===== src/rtl/vc_pkg.sv =====
// Shared definitions for the victim cache controller.
//   - Default geometry for the victim buffer (entry count, line address width).
//   - vc_idx_bits(): entry index width derived from the entry count.
//   - type_vc_states_e: controller sequencing states.
package vc_pkg;

  localparam int VC_ENTRIES_DEF  = 4;
  localparam int VC_TAG_BITS_DEF = 28;

  function automatic int vc_idx_bits(input int entries);
    return $clog2(entries);
  endfunction

  typedef enum logic [2:0] {
    VC_IDLE       = 3'd0,
    VC_LOOKUP     = 3'd1,
    VC_INSERT     = 3'd2,
    VC_WRITE_BACK = 3'd3,
    VC_FLUSH      = 3'd4,
    VC_FLUSH_DONE = 3'd5
  } type_vc_states_e;

endpackage


===== src/rtl/vc_repl_policy.sv =====
// Victim selection for the victim buffer.
// The lowest invalid entry is always preferred. When every entry is valid the
// choice falls to the replacement state:
//   default build      : round-robin pointer, advanced on each replacement of
//                        a valid entry.
//   VC_LRU_EN defined   : true LRU, one age counter per entry; the oldest
//                        (age VC_ENTRIES-1) is chosen.
// Ports:
//   clk, rst        clock, synchronous active-high reset
//   i_valid         current valid vector (swap already applied)
//   i_access        an entry was hit or written; i_access_idx names it
//   i_replace       a valid entry was just replaced
//   o_victim_idx    entry to use for the next insert
module vc_repl_policy
  import vc_pkg::*;
#(
  parameter int VC_ENTRIES  = VC_ENTRIES_DEF,
  parameter int VC_IDX_BITS = vc_idx_bits(VC_ENTRIES)
) (
  input  logic                   clk,
  input  logic                   rst,
  input  logic [VC_ENTRIES-1:0]  i_valid,
  input  logic                   i_access,
  input  logic [VC_IDX_BITS-1:0] i_access_idx,
  input  logic                   i_replace,
  output logic [VC_IDX_BITS-1:0] o_victim_idx
);

  logic                   w_has_free;
  logic [VC_IDX_BITS-1:0] w_free_idx;
  logic [VC_IDX_BITS-1:0] w_pol_idx;

  // Scan downwards so the lowest invalid index is the one left standing.
  always_comb begin
    w_has_free = 1'b0;
    w_free_idx = '0;
    for (int i = VC_ENTRIES - 1; i >= 0; i--) begin
      if (!i_valid[i]) begin
        w_has_free = 1'b1;
        w_free_idx = VC_IDX_BITS'(i);
      end
    end
  end

`ifdef VC_LRU_EN
  logic [VC_IDX_BITS-1:0] r_age [VC_ENTRIES];
  logic                   w_unused_replace;

  assign w_unused_replace = i_replace;

  // Ages start as a permutation 0..N-1 and every update keeps them one.
  always_ff @(posedge clk) begin
    if (rst) begin
      for (int i = 0; i < VC_ENTRIES; i++) r_age[i] <= VC_IDX_BITS'(i);
    end else if (i_access) begin
      for (int i = 0; i < VC_ENTRIES; i++) begin
        if (VC_IDX_BITS'(i) == i_access_idx) r_age[i] <= '0;
        else if (r_age[i] < r_age[i_access_idx]) r_age[i] <= r_age[i] + 1'b1;
      end
    end
  end

  always_comb begin
    w_pol_idx = '0;
    for (int i = 0; i < VC_ENTRIES; i++) begin
      if (r_age[i] == VC_IDX_BITS'(VC_ENTRIES - 1)) w_pol_idx = VC_IDX_BITS'(i);
    end
  end
`else
  logic [VC_IDX_BITS-1:0] r_ptr;
  logic                   w_unused_access;

  assign w_unused_access = i_access ^ (^i_access_idx);

  // Entry count is a power of two, so natural wrap gives the modulo.
  always_ff @(posedge clk) begin
    if (rst) r_ptr <= '0;
    else if (i_replace) r_ptr <= r_ptr + 1'b1;
  end

  assign w_pol_idx = r_ptr;
`endif

  assign o_victim_idx = w_has_free ? w_free_idx : w_pol_idx;

endmodule


===== src/rtl/victim_cache_ctrl.sv =====
// Victim cache controller: owns tag/valid/dirty metadata for a small fully
// associative victim buffer beside the write-back dcache. The line data array
// is external and addressed by vc_data_idx_o / vc_data_wr_o.
// Optional feature: define VC_LRU_EN for true-LRU replacement (default is
// round-robin); see vc_repl_policy.
// Ports:
//   clk, rst                          clock, synchronous active-high reset
//   lookup_req_i/lookup_addr_i        dcache lookup (pulse)
//   lookup_ack_o/vc_hit_o/vc_hit_idx_o lookup result, one cycle later
//   swap_i                            invalidate entry vc_hit_idx_o
//   insert_req_i/addr/dirty           evicted line, held until insert_ack_o
//   vc_data_wr_o/vc_data_idx_o        data array strobe and index
//   vc2mem_req_o/wr_o/addr_o          writeback request, mem2vc_ack_i accepts
//   flush_i/flush_done_o              write back dirty + invalidate all
//   kill_i                            abort the current operation
module victim_cache_ctrl
  import vc_pkg::*;
#(
  parameter int VC_ENTRIES  = VC_ENTRIES_DEF,
  parameter int VC_TAG_BITS = VC_TAG_BITS_DEF,
  parameter int VC_IDX_BITS = vc_idx_bits(VC_ENTRIES)
) (
  input  logic                   clk,
  input  logic                   rst,
  input  logic                   lookup_req_i,
  input  logic [VC_TAG_BITS-1:0] lookup_addr_i,
  output logic                   vc_hit_o,
  output logic [VC_IDX_BITS-1:0] vc_hit_idx_o,
  output logic                   lookup_ack_o,
  input  logic                   swap_i,
  input  logic                   insert_req_i,
  input  logic [VC_TAG_BITS-1:0] insert_addr_i,
  input  logic                   insert_dirty_i,
  output logic                   insert_ack_o,
  output logic                   vc_data_wr_o,
  output logic [VC_IDX_BITS-1:0] vc_data_idx_o,
  output logic                   vc2mem_req_o,
  output logic                   vc2mem_wr_o,
  output logic [VC_TAG_BITS-1:0] vc2mem_addr_o,
  input  logic                   mem2vc_ack_i,
  input  logic                   flush_i,
  output logic                   flush_done_o,
  input  logic                   kill_i
);

  localparam logic [VC_IDX_BITS-1:0] LAST_IDX = VC_IDX_BITS'(VC_ENTRIES - 1);

  type_vc_states_e        r_state, w_next;
  logic [VC_ENTRIES-1:0]  r_valid, r_dirty;
  logic [VC_TAG_BITS-1:0] r_tag [VC_ENTRIES];
  logic [VC_TAG_BITS-1:0] r_addr;
  logic                   r_in_dirty, r_dup, r_was_valid, r_flush;
  logic [VC_IDX_BITS-1:0] r_victim, r_hit_idx;

  logic [VC_ENTRIES-1:0]  w_valid_eff;
  logic                   w_lk_hit, w_dup;
  logic [VC_IDX_BITS-1:0] w_lk_idx, w_dup_idx, w_pol_idx, w_sel_idx, w_acc_idx;
  logic                   w_idle_go, w_commit_ins, w_wb_done, w_flush_clean;
  logic                   w_acc, w_repl;

  // Lookup compare against the registered address; lowest index wins.
  always_comb begin
    w_lk_hit = 1'b0;
    w_lk_idx = '0;
    for (int i = VC_ENTRIES - 1; i >= 0; i--) begin
      if (r_valid[i] && (r_tag[i] == r_addr)) begin
        w_lk_hit = 1'b1;
        w_lk_idx = VC_IDX_BITS'(i);
      end
    end
  end

  // The hit index is held after the lookup so a later swap_i still names it.
  assign vc_hit_idx_o = (r_state == VC_LOOKUP) ? w_lk_idx : r_hit_idx;

  // A same-cycle swap frees its slot before insert selection sees it.
  always_comb begin
    w_valid_eff = r_valid;
    if (swap_i) w_valid_eff[vc_hit_idx_o] = 1'b0;
    w_dup     = 1'b0;
    w_dup_idx = '0;
    for (int i = VC_ENTRIES - 1; i >= 0; i--) begin
      if (w_valid_eff[i] && (r_tag[i] == insert_addr_i)) begin
        w_dup     = 1'b1;
        w_dup_idx = VC_IDX_BITS'(i);
      end
    end
  end

  assign w_sel_idx = w_dup ? w_dup_idx : w_pol_idx;

  assign w_idle_go     = (r_state == VC_IDLE) && !kill_i;
  assign w_commit_ins  = (r_state == VC_INSERT) && !kill_i;
  assign w_wb_done     = (r_state == VC_WRITE_BACK) && mem2vc_ack_i && !kill_i;
  assign w_flush_clean = (r_state == VC_FLUSH) && !kill_i &&
                         !(r_valid[r_victim] && r_dirty[r_victim]);

  assign w_acc     = ((r_state == VC_LOOKUP) && !kill_i && w_lk_hit) || w_commit_ins;
  assign w_acc_idx = (r_state == VC_INSERT) ? r_victim : w_lk_idx;
  // Only displacing a live, different line counts as a replacement.
  assign w_repl    = w_commit_ins && !r_dup && r_was_valid;

  vc_repl_policy #(
    .VC_ENTRIES  (VC_ENTRIES),
    .VC_IDX_BITS (VC_IDX_BITS)
  ) u_repl (
    .clk          (clk),
    .rst          (rst),
    .i_valid      (w_valid_eff),
    .i_access     (w_acc),
    .i_access_idx (w_acc_idx),
    .i_replace    (w_repl),
    .o_victim_idx (w_pol_idx)
  );

  always_ff @(posedge clk) begin
    if (rst) r_state <= VC_IDLE;
    else     r_state <= w_next;
  end

  always_comb begin
    w_next        = r_state;
    lookup_ack_o  = 1'b0;
    vc_hit_o      = 1'b0;
    insert_ack_o  = 1'b0;
    vc_data_wr_o  = 1'b0;
    vc_data_idx_o = '0;
    vc2mem_req_o  = 1'b0;
    vc2mem_addr_o = '0;
    flush_done_o  = 1'b0;
    unique case (r_state)
      VC_IDLE: begin
        if (flush_i) begin
          w_next = VC_FLUSH;
        end else if (insert_req_i) begin
          // Dirty live victim (not an in-place update) must be written back first.
          if (!w_dup && w_valid_eff[w_sel_idx] && r_dirty[w_sel_idx]) w_next = VC_WRITE_BACK;
          else w_next = VC_INSERT;
        end else if (lookup_req_i) begin
          w_next = VC_LOOKUP;
        end
      end
      VC_LOOKUP: begin
        lookup_ack_o  = 1'b1;
        vc_hit_o      = w_lk_hit;
        vc_data_idx_o = w_lk_idx;
        w_next        = VC_IDLE;
      end
      VC_INSERT: begin
        insert_ack_o  = 1'b1;
        vc_data_wr_o  = 1'b1;
        vc_data_idx_o = r_victim;
        w_next        = VC_IDLE;
      end
      VC_WRITE_BACK: begin
        vc2mem_req_o  = 1'b1;
        vc2mem_addr_o = r_tag[r_victim];
        vc_data_idx_o = r_victim;
        if (mem2vc_ack_i) w_next = r_flush ? VC_FLUSH : VC_INSERT;
      end
      VC_FLUSH: begin
        vc_data_idx_o = r_victim;
        if (r_valid[r_victim] && r_dirty[r_victim]) w_next = VC_WRITE_BACK;
        else if (r_victim == LAST_IDX) w_next = VC_FLUSH_DONE;
      end
      VC_FLUSH_DONE: begin
        flush_done_o = 1'b1;
        w_next       = VC_IDLE;
      end
      default: w_next = VC_IDLE;
    endcase
    // Kill takes effect combinationally: request and strobes drop this cycle.
    if (kill_i) begin
      w_next        = VC_IDLE;
      lookup_ack_o  = 1'b0;
      vc_hit_o      = 1'b0;
      insert_ack_o  = 1'b0;
      vc_data_wr_o  = 1'b0;
      vc2mem_req_o  = 1'b0;
      vc2mem_addr_o = '0;
      flush_done_o  = 1'b0;
    end
  end

  assign vc2mem_wr_o = vc2mem_req_o;

  // Metadata. Later assignments win, so an insert commit overrides a swap
  // that targets the same entry in the same cycle.
  always_ff @(posedge clk) begin
    if (rst) begin
      r_valid   <= '0;
      r_dirty   <= '0;
      r_flush   <= 1'b0;
      r_hit_idx <= '0;
    end else begin
      if (swap_i) r_valid[vc_hit_idx_o] <= 1'b0;
      if (w_idle_go) begin
        if (flush_i) r_flush <= 1'b1;
        else if (insert_req_i) r_flush <= 1'b0;
      end
      if ((r_state == VC_LOOKUP) && !kill_i && w_lk_hit) r_hit_idx <= w_lk_idx;
      if (w_commit_ins) begin
        r_valid[r_victim] <= 1'b1;
        r_dirty[r_victim] <= r_in_dirty | (r_dup & r_dirty[r_victim]);
      end
      if (w_wb_done) begin
        r_dirty[r_victim] <= 1'b0;
        if (r_flush) r_valid[r_victim] <= 1'b0;
      end
      if (w_flush_clean) begin
        r_valid[r_victim] <= 1'b0;
        r_dirty[r_victim] <= 1'b0;
      end
    end
  end

  // Operation context and tag storage; only meaningful once a state uses them.
  always_ff @(posedge clk) begin
    if (w_idle_go) begin
      if (flush_i) begin
        r_victim <= '0;
      end else if (insert_req_i) begin
        r_addr      <= insert_addr_i;
        r_in_dirty  <= insert_dirty_i;
        r_dup       <= w_dup;
        r_victim    <= w_sel_idx;
        r_was_valid <= w_valid_eff[w_sel_idx];
      end else if (lookup_req_i) begin
        r_addr <= lookup_addr_i;
      end
    end
    if (w_flush_clean && (r_victim != LAST_IDX)) r_victim <= r_victim + 1'b1;
    if (w_commit_ins) r_tag[r_victim] <= r_addr;
  end

endmodule

===== config.mk =====
export PLATFORM = sky130hd
export DESIGN_NAME = victim_cache_ctrl
export DESIGN_NICKNAME = d
export VERILOG_FILES = /design/src/rtl/vc_pkg.sv /design/src/rtl/vc_repl_policy.sv /design/src/rtl/victim_cache_ctrl.sv
export SDC_FILE = /design/constraint.sdc
export NUM_CORES = 1
export LEC_CHECK = 0
export ABC_AREA = 1
export CORE_MARGIN = 10
export CORE_UTILIZATION = 63
export CTS_CLUSTER_SIZE = 12
export DETAILED_ROUTE_END_ITERATION = 16
export HOLD_SLACK_MARGIN = 0.02
export MAX_ROUTING_LAYER = met4
export PLACE_DENSITY = 0.86
export SYNTH_ARGS = -nofsm -noshare
export SYNTH_HDL_FRONTEND = slang
export SYNTH_SLANG_ARGS = --single-unit

===== constraint.sdc =====
create_clock -name clk -period 10.7 [get_ports clk]
set_input_delay 2.14 -clock clk [delete_from_list [all_inputs] [get_ports clk]]
set_output_delay 2.14 -clock clk [all_outputs]
set_load 0.02 [all_outputs]

==> run metrics, run 1 <==
Slew @ Worst Pin 1.31 ns; sequential share of the synthesized area 0.419; Die Wd 154 um; Tmin final 6.81 ns; clk sinks 163; top cells by area, synth edfxtp_1, nand2_1, inv_1; initial antenna violation count 0; clock latency at the later pin of the worst-skew pair 0.45 ns; Fin Clk Skew 0.0145 ns; final setup violation count 0; grt total ovfl 0; total CTS buffers 17; Startpoint Class input port; Synth Cell Area 11300 sq um; R2R depth 25; diode count 0; final cell count without fillers 1906; first-pass GRT wire length 64.6 mm; Starting Density 0.647; area grow syn2layout 15.6%; CTS tree done; min-delay worst type reg2reg; htree depth 4; fin area between 10000 and 15000 sq um; max-slew violations 0; DR DRC count 0; CTS Hold Bufs 0; total global-route track usage 0.362; vias in the first global route 11200; Routability Congestion 1.12; vias 11700; row cnt 48; violation count after the first detailed-route iteration approximately 1700; Synth top area share 0.387; hold path depth 1; drt total wl ~43 mm; Synthesized Nets 1657; post-CTS setup buffer count 0; fin crit share 0.637; RSZ-0062 raised after global routing false; crit path DAT around 4.7 ns; count leader, synth nand2_1; syn_area_per_cell around 7.1 sq um; Post-Synthesis Cells 1588; die area 23600 sq um; share of cells above drive strength 1 0.0571; num ports roughly 100; Critical Path End Type primary output; Post-synth EDFFs approximately 150; total placed cells including tap cells 1874; HPWL Detailed roughly 31 mm; Rel. slew slack 0.123; Vert. Die Dim approximately 150 um; post-CTS resize count 0; Root Driver clkbuf_16; setup TNS 0 ns; Max Clk Rate 0.147 GHz; largest net degree at the start of global routing 61; FF+latch count, synth 163; worst IR drop on VDD 0.000133 V; Req. time, crit path 8.56 ns; Hold Fails Final Rpt 0; Max Cap Viol 0; leading area contributor after synthesis edfxtp_1; Nets approximately 1700; power per cell area 120 nW/um^2; DR pass1 iterations 7; crit-path max FO 29; asr flop ratio synth 0; CORE AREA 17400 sq um; fin util 0.748; IO Port Bufs 103; Synth top cells by count nand2_1, inv_1, edfxtp_1; LEAKAGE 5.91 nW; status finished clean; Placement Cell Area 12500 sq um; Vias/cell 6.11; predominant post-synthesis flop cell edfxtp_1; Synth warnings 0; Crit Path Category in2out; Reg clk slew, reported paths 0.07 ns; average wire per standard cell 22.3 um; post-synthesis cell type count 44; clock buffer depth 2; post-route ant nets 0
-- cells by family (layout without fill, tap and decap cells) --
family                   count (synthesis)  after routing  synth area share
AND/OR/NAND/NOR                        821            821             0.297
buffers and inverters                  280            373            0.0948
AO/OA/AOI/OAI                          211            211             0.100
flip-flops                             163            163             0.419
XOR/XNOR                               107            107            0.0832
adder cells (fa/ha/maj)                  4              4           0.00444
multiplexers                             2              2           0.00178
-- path summary, 6_finish.rpt --
check | start | endpoint | slack, ns
setup / recovery | kill_i | vc2mem_addr_o[27] | 3.89
hold / removal | u_repl.r_ptr[0]$_SDFFE_PP0P_ | u_repl.r_ptr[0]$_SDFFE_PP0P_ | 0.49
hold reg to reg | u_repl.r_ptr[0]$_SDFFE_PP0P_ | u_repl.r_ptr[0]$_SDFFE_PP0P_ | 0.49
setup reg to reg | r_addr[10]$_DFFE_PP_ | r_state[0]$_SDFFE_PP0P_ | 7.18
-- report_power, final --
group | total, mW | switching [mW] | leakage, nW | internal (mW)
clock network | 0.608 | 0.289 | 0.281 | 0.319
logic | 0.225 | 0.150 | 4.17 | 0.0751
registers | 0.724 | 0.0201 | 1.46 | 0.704
-- metrics by stage --
stage | hold slack (ns) | setup slack [ns] | power (mW)
after detailed placement | 0.470 | 3.93 | 0.951
final | 0.489 | 3.89 | 1.56
after global routing | 0.524 | 3.74 | 1.60
after global placement | 0.457 | 4.12 | 0.943
after CTS | 0.481 | 3.94 | 1.54
after floorplan | 0.443 | 4.97 | 0.863
-- sequential cells by signal, indices dropped and copies added, names as in the netlist, named ones only --
signal,flops
r_tag,112
r_addr,28
r_dirty,4
r_valid,4
r_state,3
r_hit_idx,2
r_victim,2
u_repl.r_ptr,2
r_dup,1
r_flush,1
r_in_dirty,1
r_was_valid,1
-- worst max-delay path, stage by stage --
cell             delay [ns]
clkdlybuf4s50_1        0.65
nor2_1                 0.14
inv_1                  0.96
a21oi_1                0.15
clkdlybuf4s50_1        0.62
-- cell usage in the layout, fill, tap and decap left out, drive strengths merged, types with 2 or more instances in the layout --
cell,n
a2111oi,3
a211oi,6
a21oi,99
a221oi,2
and2,3
buf,10
clkbuf,19
clkdlybuf4s50,103
clkinv,9
dfxtp,18
edfxtp,145
ha,4
inv,231
mux2i,2
nand2,578
nand3,48
nand3b,2
nand4,17
nor2,145
nor3,13
nor4,15
o211ai,5
o21ai,86
o22ai,3
xnor2,42
xor2,65
-- layer usage --
metal  GRT usage  part of all wire  vias up
li1            -                 -     5204
met1       0.451              0.37     5261
met2       0.541              0.44      983
met3      0.0870              0.13      204
met4       0.182             0.058        0
met5           -                 0        -
-- area by class of cell --
type | instances | area [sq um]
timing repair buffer | 113 | 1110
tap | 225 | 282
multi-input combinational | 1145 | 5500
clock inverter | 13 | 111
fill | 1365 | 4390
inverter | 228 | 856
clock buffer | 19 | 454
sequential | 163 | 4720
(Power assumes the default switching activity.)
==> run 2: changes to the inputs <==
--- a/config.mk
+++ b/config.mk
@@ -7,12 +7,12 @@
 export LEC_CHECK = 0
 export ABC_AREA = 1
 export CORE_MARGIN = 10
-export CORE_UTILIZATION = 63
+export CORE_UTILIZATION = 59
 export CTS_CLUSTER_SIZE = 12
 export DETAILED_ROUTE_END_ITERATION = 16
 export HOLD_SLACK_MARGIN = 0.02
 export MAX_ROUTING_LAYER = met4
-export PLACE_DENSITY = 0.86
+export PLACE_DENSITY = 0.82
 export SYNTH_ARGS = -nofsm -noshare
 export SYNTH_HDL_FRONTEND = slang
 export SYNTH_SLANG_ARGS = --single-unit
==> constraint.sdc (replaced) <==
create_clock -name clk -period 6.75 [get_ports clk]
set_input_delay 1.35 -clock clk [delete_from_list [all_inputs] [get_ports clk]]
set_output_delay 1.35 -clock clk [all_outputs]
set_load 0.02 [all_outputs]
==> run 2 against run 1 <==
Clock-buffer cell count is 1 lower. Register-to-register slack worse by 4.0 ns. Die area is 5.9% higher. Worst setup slack worse by 2.4 ns. Non-clock buffer count is 1 higher.
==> run metrics, run 2 (same netlist as run 1, synthesis figures left out) <==
status finished clean (unchanged); clock latency at the later pin of the worst-skew pair 0.45 ns (about the same); post-CTS resize count 0 (unchanged); Rel. slew slack 0.338 (was 0.123); sequential power share 0.465 (about the same); Sw Pwr 0.728 mW (was 0.459 mW); P_int 1.75 mW (was 1.10 mW); first-pass GRT wire length 64.0 mm (was 64.6 mm); total CTS buffers 17 (unchanged); Hold Fails Final Rpt 0 (unchanged); most frequent cells in the layout nand2_1, inv_1, edfxtp_1 (unchanged); worst IR drop on VDD 0.000161 V (was 0.000133 V); CP cell instances buf_4 -> clkinv_1 -> buf_4 -> a21oi_1 -> o21ai_0 -> a21oi_1 -> clkdlybuf4s50_1 (was clkdlybuf4s50_1 -> nor2_1 -> inv_1 -> a21oi_1 -> clkdlybuf4s50_1); IO Port Bufs 103 (unchanged); CORE AREA 18800 sq um (was 17400 sq um); post-route ant nets 0 (unchanged); area grow syn2layout 15.7% (was 15.6%); min-delay worst type reg2reg (unchanged); hold slack 0.484 ns (was 0.489 ns); final cell count without fillers 1916 (was 1906); Slew @ Worst Pin 0.993 ns (was 1.31 ns); row cnt 50 (was 48); Max Cap Viol 0 (unchanged); Top reg by flops r_tag (unchanged); clock buffer depth 2 (unchanged); Vias/cell 6.00 (was 6.11); hold path start u_repl.r_ptr[0]$_SDFFE_PP0P_ (unchanged); CP max stage delay 0.86 ns (was 0.96 ns); max FFs per register 112 (unchanged); DR pass1 iterations 6 (was 7); power per cell area 190 nW/um^2 (was 120 nW/um^2); largest net degree at the start of global routing 61 (unchanged); Crit Path Category reg2out (was in2out); CTS Hold Bufs 0 (unchanged); Fin Clk Skew 0.0108 ns (was 0.0145 ns); Req. time, crit path 5.40 ns (was 8.56 ns); Die Wd 158 um (was 154 um); Reg clk slew, reported paths 0.07 ns (about the same); filler instances 1546 (was 1365); total global-route track usage 0.355 (was 0.362); Critical Path End Type primary output (unchanged); die area 25000 sq um (was 23600 sq um); setup TNS 0 ns (unchanged); DR DRC count 0 (unchanged); total placed cells including tap cells 1884 (was 1874); post-CTS setup buffer count 0 (unchanged); LEAKAGE 5.90 nW (was 5.91 nW); Routability Congestion 1.14 (was 1.12); final setup violation count 0 (unchanged); vias in the first global route 10700 (was 11200); CTS tree done (unchanged); clk sinks 163 (unchanged); Max Clk Rate between 0.15 and 0.2 GHz; average wire per standard cell 22.8 um (was 22.3 um); fin crit share 0.774; initial antenna violation count 0 (unchanged); vias 11500 (was 11700); drt total wl 43.6 mm (was 42.6 mm); Tmin final 5.23 ns; switching part of the total power 0.294 (was 0.295); HPWL Detailed 33.6 mm (was 31.5 mm); Slowest cell on crit path clkinv_1 (was inv_1); most common cell after layout, fill and taps aside nand2_1 (unchanged); Nets 1738 (was 1737); Largest regs r_tag: 112 flops, r_addr: 28 flops (unchanged); grt total ovfl 0 (unchanged); crit path DAT 3.88 ns (was 4.67 ns); diode count 0 (unchanged); Vert. Die Dim 158 um (was 154 um); crit-path max FO 60 (was 29); Root Driver clkbuf_16 (unchanged); Starting Density 0.600 (was 0.647); reg2reg start r_addr[22]$_DFFE_PP_ (was r_addr[10]$_DFFE_PP_); flop2flop setup slack 3.21 ns (was 7.18 ns); RSZ-0062 raised after global routing false (unchanged); htree depth 4 (unchanged); violation count after the first detailed-route iteration 1855 (was 1712); max-slew violations 0 (unchanged); num ports 104 (unchanged); Startpoint Class flip-flop (was input port); clock share of power 0.392 (was 0.391); Combinational Power Share 0.143 (was 0.144); share of cells above drive strength 1 0.0565 (was 0.0571)
[run 2: area by class of cell]
| cell class | count | area [sq um] | area share |
|---|---|---|---|
| Sequential cell | 163 | 4720 | 0.362 |
| Clock buffer | 18 | 429 | 0.0329 |
| Tap cell | 234 | 293 | 0.0225 |
| Inverter | 228 | 856 | 0.0657 |
| Timing Repair Buffer | 114 | 1110 | 0.0854 |
| Multi-Input combinational cell | 1145 | 5500 | 0.422 |
| Clock inverter | 14 | 128 | 0.00979 |
[run 2: worst paths after layout]
check	endpoint	depth (start not counted)
max	vc2mem_addr_o[3]	7
min	u_repl.r_ptr[0]$_SDFFE_PP0P_	1
max reg2reg	r_state[0]$_SDFFE_PP0P_	23
min reg2reg	u_repl.r_ptr[0]$_SDFFE_PP0P_	1
[run 2: routing by layer]
layer / share of wire / track usage
met3: 0.12 / 0.0746
met1: 0.38 / 0.454
met5: 0 / -
met2: 0.46 / 0.548
met4: 0.038 / 0.125
[run 2: power by group through the flow]
stage                     Clock [mW]  Combinational [mW]  Sequential, mW
after detailed placement           0               0.340            1.17
after floorplan                    0               0.210            1.16
after global routing           0.999               0.382            1.15
final                          0.970               0.353            1.15
after CTS                      0.955               0.343            1.15
after global placement             0               0.333            1.17
[run 2: metrics by stage]
stage / area [sq um] / setup slack (ns) / utilization / power [mW]
final: 13000 / 1.52 / 0.694 / 2.48
after global routing: 13000 / 1.32 / 0.694 / 2.53
after CTS: 13000 / 1.63 / 0.694 / 2.45
after detailed placement: 12500 / 2.05 / 0.665 / 1.51
after global placement: 12500 / 2.12 / 0.665 / 1.50
after floorplan: 11300 / 2.45 / - / 1.37
[run 2: worst max-delay path, delay by kind of cell, from the launching register on]
family,cells,cell delay (ns)
flip-flops,1,0.34
AO/OA/AOI/OAI,3,0.51
buffers and inverters,4,2.55
